File: config.mk
export PLATFORM = sky130hd
export DESIGN_NAME = sodor5_instr_sequencer
export DESIGN_NICKNAME = d
export VERILOG_FILES = /design/src/rtl/sodor5_tb_pkg.sv /design/src/rtl/sodor5_instr_encoder.sv /design/src/rtl/sodor5_instr_sequencer.sv
export SDC_FILE = /design/constraint.sdc
export NUM_CORES = 1
export LEC_CHECK = 0
export CORE_ASPECT_RATIO = 1.25
export CORE_MARGIN = 10
export CORE_UTILIZATION = 40
export DETAILED_ROUTE_END_ITERATION = 10
export GPL_ROUTABILITY_DRIVEN = 0
export HOLD_SLACK_MARGIN = 0.08
export PLACE_DENSITY = 0.59
export SLEW_MARGIN = 20
export SYNTH_ARGS = -nofsm -noshare
export SYNTH_HDL_FRONTEND = slang
export SYNTH_SLANG_ARGS = --single-unit
File: constraint.sdc
create_clock -name clk -period 4.24 [get_ports clk]
set_clock_uncertainty 0.1 [all_clocks]
set_input_delay 0.424 -clock clk [delete_from_list [all_inputs] [get_ports clk]]
set_output_delay 0.424 -clock clk [all_outputs]
set_load 0.005 [all_outputs]
File: src/rtl/sodor5_tb_pkg.sv
// Shared constants and types for the sodor5 instruction sequencer: opcodes,
// LFSR taps, instruction-class and sequencer-state encodings.
package sodor5_tb_pkg;

  localparam logic [31:0] NOP_INSTR  = 32'h0000_0013;
  localparam logic [6:0]  OPC_OP     = 7'b0110011;
  localparam logic [6:0]  OPC_OP_IMM = 7'b0010011;
  localparam logic [6:0]  OPC_LOAD   = 7'b0000011;
  localparam logic [31:0] LFSR_TAPS  = 32'h8020_0003;

  typedef enum logic [1:0] {
    CLS_RTYPE = 2'd0,
    CLS_ITYPE = 2'd1,
    CLS_LOAD  = 2'd2
  } instr_cls_t;

  typedef enum logic [2:0] {
    IDLE   = 3'd0,
    WARMUP = 3'd1,
    RUN    = 3'd2,
    DRAIN  = 3'd3,
    DONE   = 3'd4
  } seq_state_t;

  // Right-shifting Galois step: the shifted-out bit folds the taps back in.
  function automatic logic [31:0] lfsr_step(input logic [31:0] l);
    return l[0] ? ((l >> 1) ^ LFSR_TAPS) : (l >> 1);
  endfunction

endpackage

File: src/rtl/sodor5_instr_encoder.sv
// Combinational mapping from an LFSR value and class mask to one RV32I
// instruction word (R-type, I-type ALU or word-aligned byte load).
module sodor5_instr_encoder
  import sodor5_tb_pkg::*;
(
  input  logic [31:0] lfsr,
  input  logic [2:0]  class_mask,
  output logic [31:0] instr
);

  logic [2:0]  mask_eff;
  instr_cls_t  cls_raw;
  instr_cls_t  cls;
  logic        cls_enabled;
  logic [4:0]  rd;
  logic [4:0]  rs1;
  logic [4:0]  rs2;
  logic [2:0]  funct3;
  logic [6:0]  funct7;
  logic [11:0] imm;
  logic        unused_bits;

  assign rd          = lfsr[11:7];
  assign funct3      = lfsr[14:12];
  assign rs1         = lfsr[19:15];
  assign rs2         = lfsr[24:20];
  assign unused_bits = ^lfsr[6:2];

  always_comb begin
    mask_eff = (class_mask == 3'b000) ? 3'b001 : class_mask;

    case (lfsr[1:0])
      2'd1:    cls_raw = CLS_ITYPE;
      2'd2:    cls_raw = CLS_LOAD;
      default: cls_raw = CLS_RTYPE;
    endcase

    if (cls_raw == CLS_RTYPE)      cls_enabled = mask_eff[0];
    else if (cls_raw == CLS_ITYPE) cls_enabled = mask_eff[1];
    else                           cls_enabled = mask_eff[2];

    // A disabled class falls back to the first enabled one, rtype first.
    if (cls_enabled)      cls = cls_raw;
    else if (mask_eff[0]) cls = CLS_RTYPE;
    else if (mask_eff[1]) cls = CLS_ITYPE;
    else                  cls = CLS_LOAD;

    funct7 = 7'h00;
    if (((funct3 == 3'd0) || (funct3 == 3'd5)) && lfsr[30]) funct7 = 7'h20;

    imm = lfsr[31:20];
    if (funct3 == 3'd1)      imm = imm & 12'h01F;
    else if (funct3 == 3'd5) imm = imm & 12'h41F;

    case (cls)
      CLS_ITYPE: instr = {imm, rs1, funct3, rd, OPC_OP_IMM};
      CLS_LOAD:  instr = {lfsr[31:20] & 12'h03C, 5'd0, lfsr[14], 2'b00, rd, OPC_LOAD};
      default:   instr = {funct7, rs2, rs1, funct3, rd, OPC_OP};
    endcase
  end

endmodule

File: src/rtl/sodor5_instr_sequencer.sv
// Feeds the sodor5 imem response port: warm-up NOPs, LFSR-generated RV32I
// instructions, then drain NOPs, over a valid/ready handshake.
module sodor5_instr_sequencer
  import sodor5_tb_pkg::*;
#(
  parameter int unsigned NUM_INSTRS  = 64,
  parameter int unsigned WARMUP_NOPS = 4,
  parameter int unsigned DRAIN_NOPS  = 5,
  parameter logic [31:0] SEED        = 32'h0000_0362,
  parameter logic [2:0]  CLASS_MASK  = 3'b001
) (
  input  logic        clk,
  input  logic        reset,
  input  logic        start,
  input  logic        instr_ready,
  output logic        instr_valid,
  output logic [31:0] instr,
  output logic        busy,
  output logic        done,
  output logic [15:0] issued_count
);

  localparam logic [31:0] SEED_EFF = (SEED == 32'd0) ? 32'd1 : SEED;
  localparam logic [2:0]  MASK_EFF = (CLASS_MASK == 3'b000) ? 3'b001 : CLASS_MASK;

  seq_state_t  state, state_d;
  logic [31:0] cnt, cnt_d;
  logic [31:0] lfsr, lfsr_d;
  logic [15:0] issued_d;
  logic [31:0] enc_word;
  logic        xfer;

  // First non-empty phase following s; empty phases are skipped outright.
  function automatic seq_state_t next_phase(input seq_state_t s);
    seq_state_t nxt;
    nxt = DONE;
    if ((s inside {IDLE, DONE, WARMUP, RUN}) && (DRAIN_NOPS != 0)) nxt = DRAIN;
    if ((s inside {IDLE, DONE, WARMUP}) && (NUM_INSTRS != 0))     nxt = RUN;
    if ((s inside {IDLE, DONE}) && (WARMUP_NOPS != 0))            nxt = WARMUP;
    return nxt;
  endfunction

  function automatic logic [31:0] phase_len(input seq_state_t s);
    case (s)
      WARMUP:  return WARMUP_NOPS;
      RUN:     return NUM_INSTRS;
      DRAIN:   return DRAIN_NOPS;
      default: return 32'd0;
    endcase
  endfunction

  // Encoding the next LFSR value lets the registered word track the handshake.
  sodor5_instr_encoder u_encoder (
    .lfsr       (lfsr_d),
    .class_mask (MASK_EFF),
    .instr      (enc_word)
  );

  always_comb begin
    state_d  = state;
    cnt_d    = cnt;
    lfsr_d   = lfsr;
    issued_d = issued_count;
    xfer     = instr_valid && instr_ready;

    if ((state == IDLE || state == DONE) && start) begin
      state_d  = next_phase(state);
      cnt_d    = 32'd0;
      lfsr_d   = SEED_EFF;
      issued_d = 16'd0;
    end else if (xfer) begin
      if (state == RUN) begin
        lfsr_d = lfsr_step(lfsr);
        if (issued_count != 16'hFFFF) issued_d = issued_count + 16'd1;
      end
      if (cnt + 32'd1 == phase_len(state)) begin
        state_d = next_phase(state);
        cnt_d   = 32'd0;
      end else begin
        cnt_d = cnt + 32'd1;
      end
    end
  end

  always_ff @(posedge clk) begin
    if (reset) begin
      state        <= IDLE;
      cnt          <= 32'd0;
      lfsr         <= SEED_EFF;
      instr_valid  <= 1'b0;
      instr        <= NOP_INSTR;
      busy         <= 1'b0;
      done         <= 1'b0;
      issued_count <= 16'd0;
    end else begin
      state        <= state_d;
      cnt          <= cnt_d;
      lfsr         <= lfsr_d;
      instr_valid  <= state_d inside {WARMUP, RUN, DRAIN};
      instr        <= (state_d == RUN) ? enc_word : NOP_INSTR;
      busy         <= state_d inside {WARMUP, RUN, DRAIN};
      done         <= (state_d == DONE);
      issued_count <= issued_d;
    end
  end

endmodule
# After elaboration in Yosys (flattened, before gate mapping)
# Cells that the tools add are included.
# totals
reg_bits	117
in_bits	4
out_inout_bits	51
elab_cells	65
# op_classes
add_sub_neg	2
n_eq_ne	16
n_mux	21
n_bitwise	2
n_reduce_logical	16
# op_table
operator	count
32-bit 2-to-1 mux	7
32-bit case mux with 2 select lines	1
32-bit by 1-bit adder with 32-bit output (second input constant)	1
32-bit == test	1
12-bit 2-to-1 mux	2
7-bit case mux with 3 select lines	1
3-bit 2-to-1 mux	6
16-bit by 1-bit adder with 16-bit output (second input constant)	1
16-bit inequality test (second input constant)	1
3-bit by 2-bit == test with 1-bit output (second input constant)	4
3-bit by 1-bit == test with 1-bit output (second input constant)	3
3-bit == test (second input constant)	3
3-bit zero test	2
6-bit 2-to-1 mux	1
3-bit nonzero test	2
2-bit by 1-bit == test with 1-bit output (second input constant)	2
2-bit == test (second input constant)	2
3-bit NOT with 4-bit output	1
2-bit case mux with 2 select lines	1
4-bit nonzero test	1
2-bit OR reduction	2
1-bit logical AND	3
3-bit AND reduction	1
2-bit zero test	1
6 further kinds	7

# Logic depth before layout (Yosys ltp)
# Gate-level depths: netlist of run 1.
# depth
word_depth	12
depth_mapped	15
mapped_depth_nobuf	13

# Hierarchy
# From an unflattened synthesis of run 1, not the netlist that was laid out.
# unflattened
cells_unflattened	713
hier_area_um2	5833.1
# modules_own_cells
mod	instances	cells_each	area_each_um2	seq_area_each_um2
sodor5_instr_sequencer	1	654	5426.5	2342.2
sodor5_instr_encoder	1	59	406.6	0.0

# Least setup slack after synthesis of run 1
# No wires, ideal clock.
# synth_path
kind	register to register
startpoint	register state[0]
endpoint	register instr[30]
setup_ps	130
arrival_ps	3495
required_time_ps	4010
slack_ps	515
stages_incl_launch_ff	16
path_buffers	3
period_less_slack_ps	3725
cell_sequence	dfxtp_1 > buf_2 > or3b_1 > nor2_1 > buf_1 > nand2_1 > xor2_1 > or2_2 > ha_1 > nand2_1 > inv_1 > ha_1 > buf_1 > nor2_1 > a311o_1 > a211oi_2
# synth_via
elab_chain_len	11
elab_cells_between_ends	43
cone_classes	eq/ne: 12; mux: 19; bitwise: 1; reduce/logical: 11
# synth_rtl
element	line	source
start, declared	sodor5_instr_sequencer.sv:26	seq_state_t state, state_d;
start signal, assigned	sodor5_instr_sequencer.sv:96	state <= state_d;
3-bit by 2-bit == test with 1-bit output (tied with other cells)	sodor5_instr_sequencer.sv:44	case (s)
7-bit case mux with 3 select lines (tied with other cells)	sodor5_instr_sequencer.sv:44	
32-bit 2-to-1 mux (tied with other cells)	sodor5_instr_sequencer.sv:71	end else if (xfer) begin
32-bit 2-to-1 mux / 3-bit 2-to-1 mux (equally long branches)	sodor5_instr_sequencer.sv:66, sodor5_instr_sequencer.sv:38	
32-bit == test (tied with other cells)	sodor5_instr_sequencer.sv:76	if (cnt + 32'd1 == phase_len(state)) begin
3-bit 2-to-1 mux / 2-bit case mux with 2 select lines (equally long branches)	sodor5_instr_sequencer.sv:76, sodor5_instr_encoder.sv:32	
3-bit 2-to-1 mux / 2-bit zero test (equally long branches)	sodor5_instr_sequencer.sv:71, sodor5_instr_encoder.sv:38	
3-bit 2-to-1 mux / 1-bit 2-to-1 mux (equally long branches)	sodor5_instr_sequencer.sv:66, sodor5_instr_encoder.sv:38	
3-bit by 2-bit == test with 1-bit output / 2-bit 2-to-1 mux (equally long branches)	sodor5_instr_sequencer.sv:100, sodor5_instr_encoder.sv:43	
1-bit NOT (no line) (tied with other cells)	n/a	
2-bit OR reduction (no line) / 32-bit case mux with 2 select lines (equally long branches)	n/a	
end signal, assigned	sodor5_instr_sequencer.sv:100	instr <= (state_d == RUN) ? enc_word : NOP_INSTR;
end, declared	sodor5_instr_sequencer.sv:17	output logic [31:0] instr,
# Several ways; a longest one is shown, not always the timed one. The select of a mux whose other input is x is not followed.
# A chain may end at the register's enable or synchronous reset.

# Worst setup path in the final report of run 1
# layout_path
startpoint	register cnt[0]
endpoint	register instr[28]
# layout_via
elab_chain_len	8
# layout_rtl
element	line	source
start, declared	sodor5_instr_sequencer.sv:27	logic [31:0] cnt, cnt_d;
start signal, assigned	sodor5_instr_sequencer.sv:97	cnt <= cnt_d;
32-bit by 1-bit adder with 32-bit output	sodor5_instr_sequencer.sv:76	
32-bit == test	sodor5_instr_sequencer.sv:76	
3-bit 2-to-1 mux	sodor5_instr_sequencer.sv:76	
3-bit 2-to-1 mux	sodor5_instr_sequencer.sv:71	
3-bit 2-to-1 mux	sodor5_instr_sequencer.sv:66	if ((state == IDLE || state == DONE) && start) begin
3-bit by 2-bit == test with 1-bit output	sodor5_instr_sequencer.sv:100	
1-bit NOT (no line)	n/a	
2-bit OR reduction (no line)	n/a	
# Every way passes these cells.

==> results of run 1 <==
stage by stage:
step	instances	worst slack (ns)	cell area [sq um]	power (W)
6_report	843	0.479	6340	0.00203
3_5_place_dp	826	0.556	5980	0.00113
3_3_place_gp	826	0.729	5980	0.00113
5_1_grt	843	0.0275	6340	0.00210
4_1_cts	842	0.528	6310	0.00205
2_1_floorplan	649	0.515	5450	0.00112
registers in the layout, summed over array words and instances, names as in the netlist:
signal	count
lfsr	32
cnt	32
state	3
done	1
busy	1
issued_count	16
instr	27
cell usage after synthesis, types with 3 or more instances:
master	count
nor3b_1	5
o21ai_0	11
a22oi_1	3
and4_1	6
or3_1	11
nand2_1	60
ha_1	6
nor4_1	17
buf_2	10
a31oi_1	4
nor4_2	3
nor3_2	7
and2_1	5
inv_1	14
buf_1	8
nand4_1	20
xor2_1	26
nor3_1	13
nand2b_1	5
buf_4	7
or2_2	3
dfxtp_1	112
a21oi_1	22
clkbuf_1	25
xnor2_1	28
nor2_1	99
nand4b_1	5
and3_1	11
mux2i_1	27
nand3_1	31
worst max path at each step:
stage	depth (start not counted)	slack [ns]	endpoint	startpoint
3_3_place_gp	9	0.73	instr[26]	cnt[0]
5_1_grt	9	0.03	instr[27]	cnt[0]
2_1_floorplan	15	0.52	instr[30]	state[0]
6_report	9	0.48	instr[28]	cnt[0]
4_1_cts	9	0.53	instr[28]	cnt[0]
3_5_place_dp	9	0.56	instr[28]	cnt[0]
power by group through the flow:
stage	clock network [W]	registers [W]	logic, W
after detailed placement	0	0.00108	0.0000509
after global placement	0	0.00108	0.0000504
final	0.000920	0.00106	0.0000548
after CTS	0.000943	0.00106	0.0000508
after global routing	0.000984	0.00106	0.0000605
after floorplan	0	0.00108	0.0000382
routing by layer:
metal  GRT usage  vias to the layer above  wire length, microns
met5           0                        -                     0
met4      0.0543                        0                   214
met3      0.0285                       18                   578
met2       0.232                       89                  6190
met1       0.156                     2026                  5470
li1            -                     2270                     -
cell usage in the layout, fill, tap and decap left out, types with 7 or more instances in the layout:
master           instances
and3_1                  11
nor2_1                  98
mux2i_1                 27
nand4_1                 20
o21ai_0                 11
xnor2_1                 28
nor4_1                  17
nor3_1                  13
or3_1                   11
inv_1                   14
nand2_1                 60
a21oi_1                 22
xor2_1                  26
buf_4                    8
nor3_2                   7
dfxtp_1                112
clkdlybuf4s50_1         49
nand3_1                 31
clkbuf_16                9
cells by family after synthesis:
kind of cell             after synthesis  share of synthesized area
buffers and inverters                 65                     0.0534
XOR/XNOR                              54                     0.0870
flip-flops                           112                      0.412
AO/OA/AOI/OAI                         66                     0.0817
AND/OR/NAND/NOR                      311                      0.294
other                                  2                    0.00138
multiplexers                          29                     0.0545
adder cells (fa/ha/maj)                7                     0.0156
worst max-delay path, stage by stage (launching register included):
cell and delay (ns):
dfxtp_1 0.43, ha_1 0.32, nand3_1 0.23, nor4_1 0.68, a21boi_1 0.18, nor4_1 0.36, nand4_1 0.12, or3_1 0.42
mux2_4 0.48, nor4_1 0.34
layout make-up:
cell class              count  area, sq um
multi-input cells         472         2920
inverters                  14         52.6
well taps                 171          214
fillers                  1332         6950
clock buffers               9          225
flip-flops and latches    112         2240
repair buffers             58          578
clock inverters             7          108
==> results.yml, run 1 <==
synthesis:
  syn_inst: 646
  synth-seq-area-share: 0.412
  synthTopCellsByArea: "dfxtp_1, nor2_1, mux2i_1, xnor2_1, xor2_1"
  synth_ff_type: "dfxtp_1"
  synth_cell_types: 60
  ys_async_sr_fraction: 0
  synth_top_area_frac: 0.412
  yosysTopAreaCell: "dfxtp_1"
  synth_seq_cells: 112
  synth_warnings: 0
  synth-edff-count: 0
  synth.avg_cell_area_sq_um: 8.42
  syn-cell-area_sq_um: 5440
worst_hold_path:
  holdPathEnd: "lfsr[3]"
  min_from: "lfsr[3]"
  hold_depth: 2
  hold_path_class: "flip-flop to flip-flop"
worst_setup_path:
  required_ns: 4.39
  worstPathMaxFanout: 27
  arrival_ns: 3.91
  worstReg2RegStart: "cnt[0]"
  r2r.worst_path.cells: 9
  crit_path_end_kind: "flip-flop"
  rrSetupSlack_ns: 0.48
  critPathLaunchType: "flip-flop"
  worstSetupPathType: "flip-flop to flip-flop"
  r2r_end: "instr[28]"
sta:
  max_slew_margin: 0.363
  setup_viol: 0
  hold_viol: 0
  fmax_mhz: 266
  drv_slew: 0
  hold_ws_ns: 0.360
  fin_crit_sh: 0.887
  fin_crit_ns: 3.76
  rsz0062_at_grt: "no"
  setup_tns_ns: 0
  worst_pin_slew_ns: 0.948
route:
  drtAntennaViolNets: 0
  drtIter0Drc: 252
  routed_wl_microns: 12500
  routedWlPerCell_microns: 14.8
  num_vias: 4403
  firstDrtPassIters: 5
  drc: 0
  vias_per_cell: 5.22
layout:
  layout-drive-gt1-share: 0.0744
  area_growth_syn_to_layout_pct: 16.6
  n_antenna_cell: 0
  finish.utilization: 0.477
  final_nets: 677
cts:
  path_clk_slew_ns: 0.08
  cts_setup_buffers: 0
  h-tree-depth: 3
  clock_latency_ns: 0.35
  clockBufferDepth: 2
  numCtsBuffers: 9
  cts_tree: "built"
  ctsResizeCount: 0
  ctsHoldBuffers: 0
  cts_root_buffer: "clkbuf_16"
  cts_num_sinks: 112
die:
  rows: 47
  start_util: 0.409
  fp.dieArea_sq_um: 18700
  die_h_microns: 150
  pin_count: 55
  die_w_microns: 124
  coreArea_sq_um: 13300
run:
  cap_violations: 0
power:
  internal_power_w: 0.00155
  p_leak_nw: 2.23
  power_density_nw_per_um2: 320
  p_switching_w: 0.000476
  seqPwrFrac: 0.520
  swShare: 0.234
  irDropWorstVdd_mv: 0.157
  pwr-share-comb: 0.027
  pwr-share-clk: 0.453
global_route:
  gr-usage-all-layers: 0.133
  grt_pass1_wl_microns: 21300
  antenna_found_initial: 0
  grt_max_degree: 51
  grt-ovfl-total: 0
  grt_pass1_vias: 4383
status:
  outcome: "finished, final reports clean"
placed_design:
  io_buffer_count: 49
  hpwl_microns: 9260
Note: power is estimated with default switching activity, not from simulation.
==> run 2: changes to the inputs <==
Settings changed: CAP_MARGIN set to 40.
==> results.yml, run 2 (synthesis gave the netlist of run 1 again) <==
route:
  drc: 0
  num_vias: 4485
  firstDrtPassIters: 4
  drtIter0Drc: 296
  vias_per_cell: 5.31
  routedWlPerCell_microns: 14.7
  drtAntennaViolNets: 0
  routed_wl_microns: 12400
layout:
  fillers: 1342
  n_antenna_cell: 0
  layout-drive-gt1-share: 0.0758
  final_common_cell: "dfxtp_1"
  final_area_sq_um: 6340
  final_nets: 678
  biggestRegsByFlops: "cnt (32), lfsr (32), instr (27)"
  layout_common_cells: "dfxtp_1, nor2_1, nand2_1"
  area_growth_syn_to_layout_pct: 16.6
worst_setup_path:
  critPathLaunchType: "flip-flop"
  worstPathMaxFanout: 27
  required_ns: 4.39
  r2r_end: "instr[28]"
  crit_path_end_kind: "flip-flop"
  arrival_ns: 3.87
  worstReg2RegStart: "cnt[0]"
  r2r.worst_path.cells: 9
  rrSetupSlack_ns: 0.52
  worstSetupPathType: "flip-flop to flip-flop"
placed_design:
  io_buffer_count: 49
  placed_area_sq_um: 6010
  hpwl_microns: 9350
power:
  irDropWorstVdd_mv: 0.166
  p_leak_nw: 2.23
  power_density_nw_per_um2: 319
run:
  cap_violations: 0
sta:
  rsz0062_at_grt: "no"
  setup_viol: 0
  fin_crit_ns: 3.72
  max_slew_margin: 0.538
  fin_crit_sh: 0.876
  fmax_mhz: 269
  setup_tns_ns: 0
  drv_slew: 0
  worst_pin_slew_ns: 0.691
  hold_viol: 0
global_route:
  grt-ovfl-total: 0
  grt_pass1_vias: 4405
  grt_max_degree: 34
  antenna_found_initial: 0
  gr-usage-all-layers: 0.133
  grt_pass1_wl_microns: 21300
cts:
  ctsResizeCount: 0
  h-tree-depth: 3
  clock_latency_ns: 0.35
  cts_root_buffer: "clkbuf_16"
  ctsHoldBuffers: 0
  cts_tree: "built"
  path_clk_slew_ns: 0.08
  cts_setup_buffers: 0
  clockBufferDepth: 2
  cts_num_sinks: 112
  numCtsBuffers: 9
die:
  die_h_microns: 150
  start_util: 0.409
  pin_count: 55
  fp.dieArea_sq_um: 18700
  rows: 47
  coreArea_sq_um: 13300
  die_w_microns: 124
worst_hold_path:
  min_from: "lfsr[3]"
  holdPathEnd: "lfsr[3]"
  hold_path_class: "flip-flop to flip-flop"
  hold_depth: 2
status:
  outcome: "finished, final reports clean"
run 2: cell types whose count changed in the layout (fill, tap and decap cells not counted), sizes merged:
| cell | before | now |
|---|---|---|
| buf | 9 | 10 |
run 2: area by class of cell:
cell class / instances / area, sq um / area share
clock buffers: 9 / 225 / 0.0355
clock inverters: 7 / 108 / 0.0170
inverters: 14 / 52.6 / 0.00829
multi-input cells: 472 / 2920 / 0.461
flip-flops and latches: 112 / 2240 / 0.354
well taps: 171 / 214 / 0.0338
repair buffers: 59 / 576 / 0.0908
run 2: per-layer routing:
metal | global-route usage | vias to the layer above | share of wire
li1 | - | 2279 | -
met1 | 0.155 | 2097 | 0.44
met3 | 0.0260 | 20 | 0.041
met5 | 0 | - | 0
met4 | 0.0496 | 0 | 0.017
met2 | 0.235 | 89 | 0.50
run 2: report_power, final:
part / leakage, nW / switching, W / total [W] / internal [W]
clock: 0.161 / 0.000430 / 0.000914 / 0.000484
sequential: 0.903 / 0.00000359 / 0.00106 / 0.00105
combinational: 1.17 / 0.0000365 / 0.0000534 / 0.0000170
total: 2.23 / 0.000470 / 0.00202 / 0.00155
run 2: per-stage QoR:
step	setup WS, ns	cells	hold slack (ns)	utilization	total power [W]
floorplan	0.515	649	0.332	-	0.00112
global placement	0.729	826	0.340	0.450	0.00113
detailed placement	0.563	828	0.351	0.452	0.00113
CTS	0.538	844	0.362	0.477	0.00205
global route	0.147	844	0.395	0.477	0.00210
finish	0.524	844	0.359	0.477	0.00202
run 2: how the worst max path moves through the flow:
| stage | startpoint | end | slack (ns) |
|---|---|---|---|
| 2_1_floorplan | state[0] | instr[30] | 0.52 |
| 3_3_place_gp | cnt[0] | instr[26] | 0.73 |
| 3_5_place_dp | cnt[0] | instr[28] | 0.56 |
| 4_1_cts | cnt[0] | instr[28] | 0.54 |
| 5_1_grt | cnt[0] | instr[28] | 0.15 |
| 6_report | cnt[0] | instr[28] | 0.52 |
run 2: critical path, cell delays in order (launching register included):
cell and delay, ns:
dfxtp_1 0.43, ha_1 0.32, nand3_1 0.23, nor4_1 0.67
a21boi_1 0.17, nor4_1 0.35, nand4_1 0.12, or3_1 0.42
mux2_4 0.48, nor4_1 0.32
==> run 3: changes to the inputs <==
Settings changed: REMOVE_ABC_BUFFERS set to 1.
Clock period 4.24 ns to 3.9 ns, I/O delays scaled along.
==> results.yml, run 3 (synthesis gave the netlist of run 1 again) <==
power:
  p_leak_nw: 2.24
  irDropWorstVdd_mv: 0.198
  power_density_nw_per_um2: 346
layout:
  final_area_sq_um: 6350
  fillers: 1298
  area_growth_syn_to_layout_pct: 16.8
  n_antenna_cell: 0
  final_common_cell: "dfxtp_1"
  biggestRegsByFlops: "cnt (32), lfsr (32), instr (27)"
  layout-drive-gt1-share: 0.0811
  final_nets: 683
  layout_common_cells: "dfxtp_1, nor2_1, nand2_1"
worst_hold_path:
  min_from: "lfsr[3]"
  hold_path_class: "flip-flop to flip-flop"
  hold_depth: 2
  holdPathEnd: "lfsr[2]"
global_route:
  grt_pass1_vias: 4441
  grt_pass1_wl_microns: 21500
  gr-usage-all-layers: 0.136
  grt-ovfl-total: 0
  antenna_found_initial: 0
  grt_max_degree: 33
worst_setup_path:
  path_buf_inv: 0
  crit_path_end_kind: "flip-flop"
  r2r.worst_path.cells: 9
  arrival_ns: 3.82
  required_ns: 4.06
  slowest_stage: "or4_4"
  critPathLaunchType: "flip-flop"
  r2r_end: "instr[28]"
  worstReg2RegStart: "cnt[0]"
  cp_cell_sequence: "ha_2 -> nand3_1 -> or4_4 -> nor2_4 -> a22oi_1 -> a211o_1 -> or3_1 -> mux2_4 -> nor4_1"
  worstSetupPathType: "flip-flop to flip-flop"
  rrSetupSlack_ns: 0.24
  slowest_delay_ns: 0.61
  worstPathMaxFanout: 27
  critical-path-top-delay-family: "simple AND/OR/NAND/NOR gates"
cts:
  cts_tree: "built"
  numCtsBuffers: 9
  clockBufferDepth: 2
  cts_num_sinks: 112
  h-tree-depth: 3
  cts_root_buffer: "clkbuf_16"
  cts_setup_buffers: 0
  path_clk_slew_ns: 0.07
  ctsHoldBuffers: 0
  clock_latency_ns: 0.36
die:
  die_h_microns: 150
  fp.dieArea_sq_um: 18700
  pin_count: 55
  rows: 47
  coreArea_sq_um: 13300
  start_util: 0.409
  die_w_microns: 124
sta:
  max_slew_margin: 0.527
  drv_slew: 0
  worst_pin_slew_ns: 0.710
  setup_viol: 0
  fin_crit_sh: 0.938
  fin_crit_ns: 3.66
  fin_ws_ns: 0.242
  fmax_mhz: 273
  rsz0062_at_grt: "no"
  hold_viol: 0
route:
  drtIter0Drc: 447
  num_vias: 4574
  drtAntennaViolNets: 0
  routed_wl_microns: 12600
  routedWlPerCell_microns: 14.9
  firstDrtPassIters: 5
  drc: 0
  vias_per_cell: 5.39
run:
  cap_violations: 0
placed_design:
  placed_area_sq_um: 6030
  hpwl_microns: 9240
  io_buffer_count: 49
  pre_cts_ws_ns: 0.240
status:
  outcome: "finished, final reports clean"
run 3: cell count changes in the layout (fill, tap and decap cells not counted), sizes merged:
cell | previous run | this run
inv | 17 | 16
buf | 10 | 15
clkbuf | 9 | 11
clkinv | 3 | 1
bufinv | 1 | 2
run 3: final cells by class:
class | instances | area [sq um] | area share
multi-input combinational | 472 | 2920 | 0.460
tap | 171 | 214 | 0.0337
timing repair buffer | 64 | 601 | 0.0945
clock inverter | 5 | 86.3 | 0.0136
clock buffer | 11 | 233 | 0.0366
inverter | 14 | 52.6 | 0.00827
sequential | 112 | 2240 | 0.353
run 3: how the worst max path moves through the flow:
stage / start / end / slack (ns) / depth (start not counted)
2_1_floorplan: state[1] / instr[30] / -0.32 / 12
3_3_place_gp: cnt[0] / instr[31] / 0.39 / 9
3_5_place_dp: cnt[0] / instr[28] / 0.24 / 9
4_1_cts: cnt[0] / instr[29] / 0.20 / 9
5_1_grt: cnt[0] / instr[31] / 0.04 / 9
6_report: cnt[0] / instr[28] / 0.24 / 9
run 3: through the flow:
step / total power, W / hold slack [ns] / cells / TNS (ns) / utilization
after floorplan: 0.00120 / 0.332 / 598 / -1.57 / -
after global placement: 0.00123 / 0.340 / 832 / 0 / 0.453
after detailed placement: 0.00123 / 0.352 / 832 / 0 / 0.453
after CTS: 0.00222 / 0.363 / 848 / 0 / 0.477
after global routing: 0.00227 / 0.383 / 849 / 0 / 0.478
final: 0.00220 / 0.360 / 849 / 0 / 0.478
run 3: metal layers:
layer / part of all wire / track usage / vias to the layer above / wire, microns
li1: - / - / 2287 / -
met1: 0.44 / 0.157 / 2151 / 5580
met2: 0.48 / 0.233 / 111 / 6060
met3: 0.051 / 0.0313 / 25 / 648
met4: 0.027 / 0.0648 / 0 / 344
met5: 0 / 0 / - / 0
run 3: timing repair:
| item | in CTS | in global routing |
|---|---|---|
| gates resized for setup | 0 | 1 |
| setup endpoints to repair | 0 | 1 |
| hold endpoints to repair | 0 | 0 |
run 3: power breakdown:
group	internal, W	leakage, nW	switching [W]	total, W
clock	0.000569	0.155	0.000425	0.000995
combinational	0.0000175	1.19	0.0000397	0.0000573
sequential	0.00114	0.903	0.00000409	0.00115
run 3: worst register-to-register path, stage by stage, from the launching register on:
cell	delay (ns)
dfxtp_1	0.47
ha_2	0.30
nand3_1	0.21
or4_4	0.61
nor2_4	0.14
a22oi_1	0.11
a211o_1	0.33
or3_1	0.48
mux2_4	0.48
nor4_1	0.33
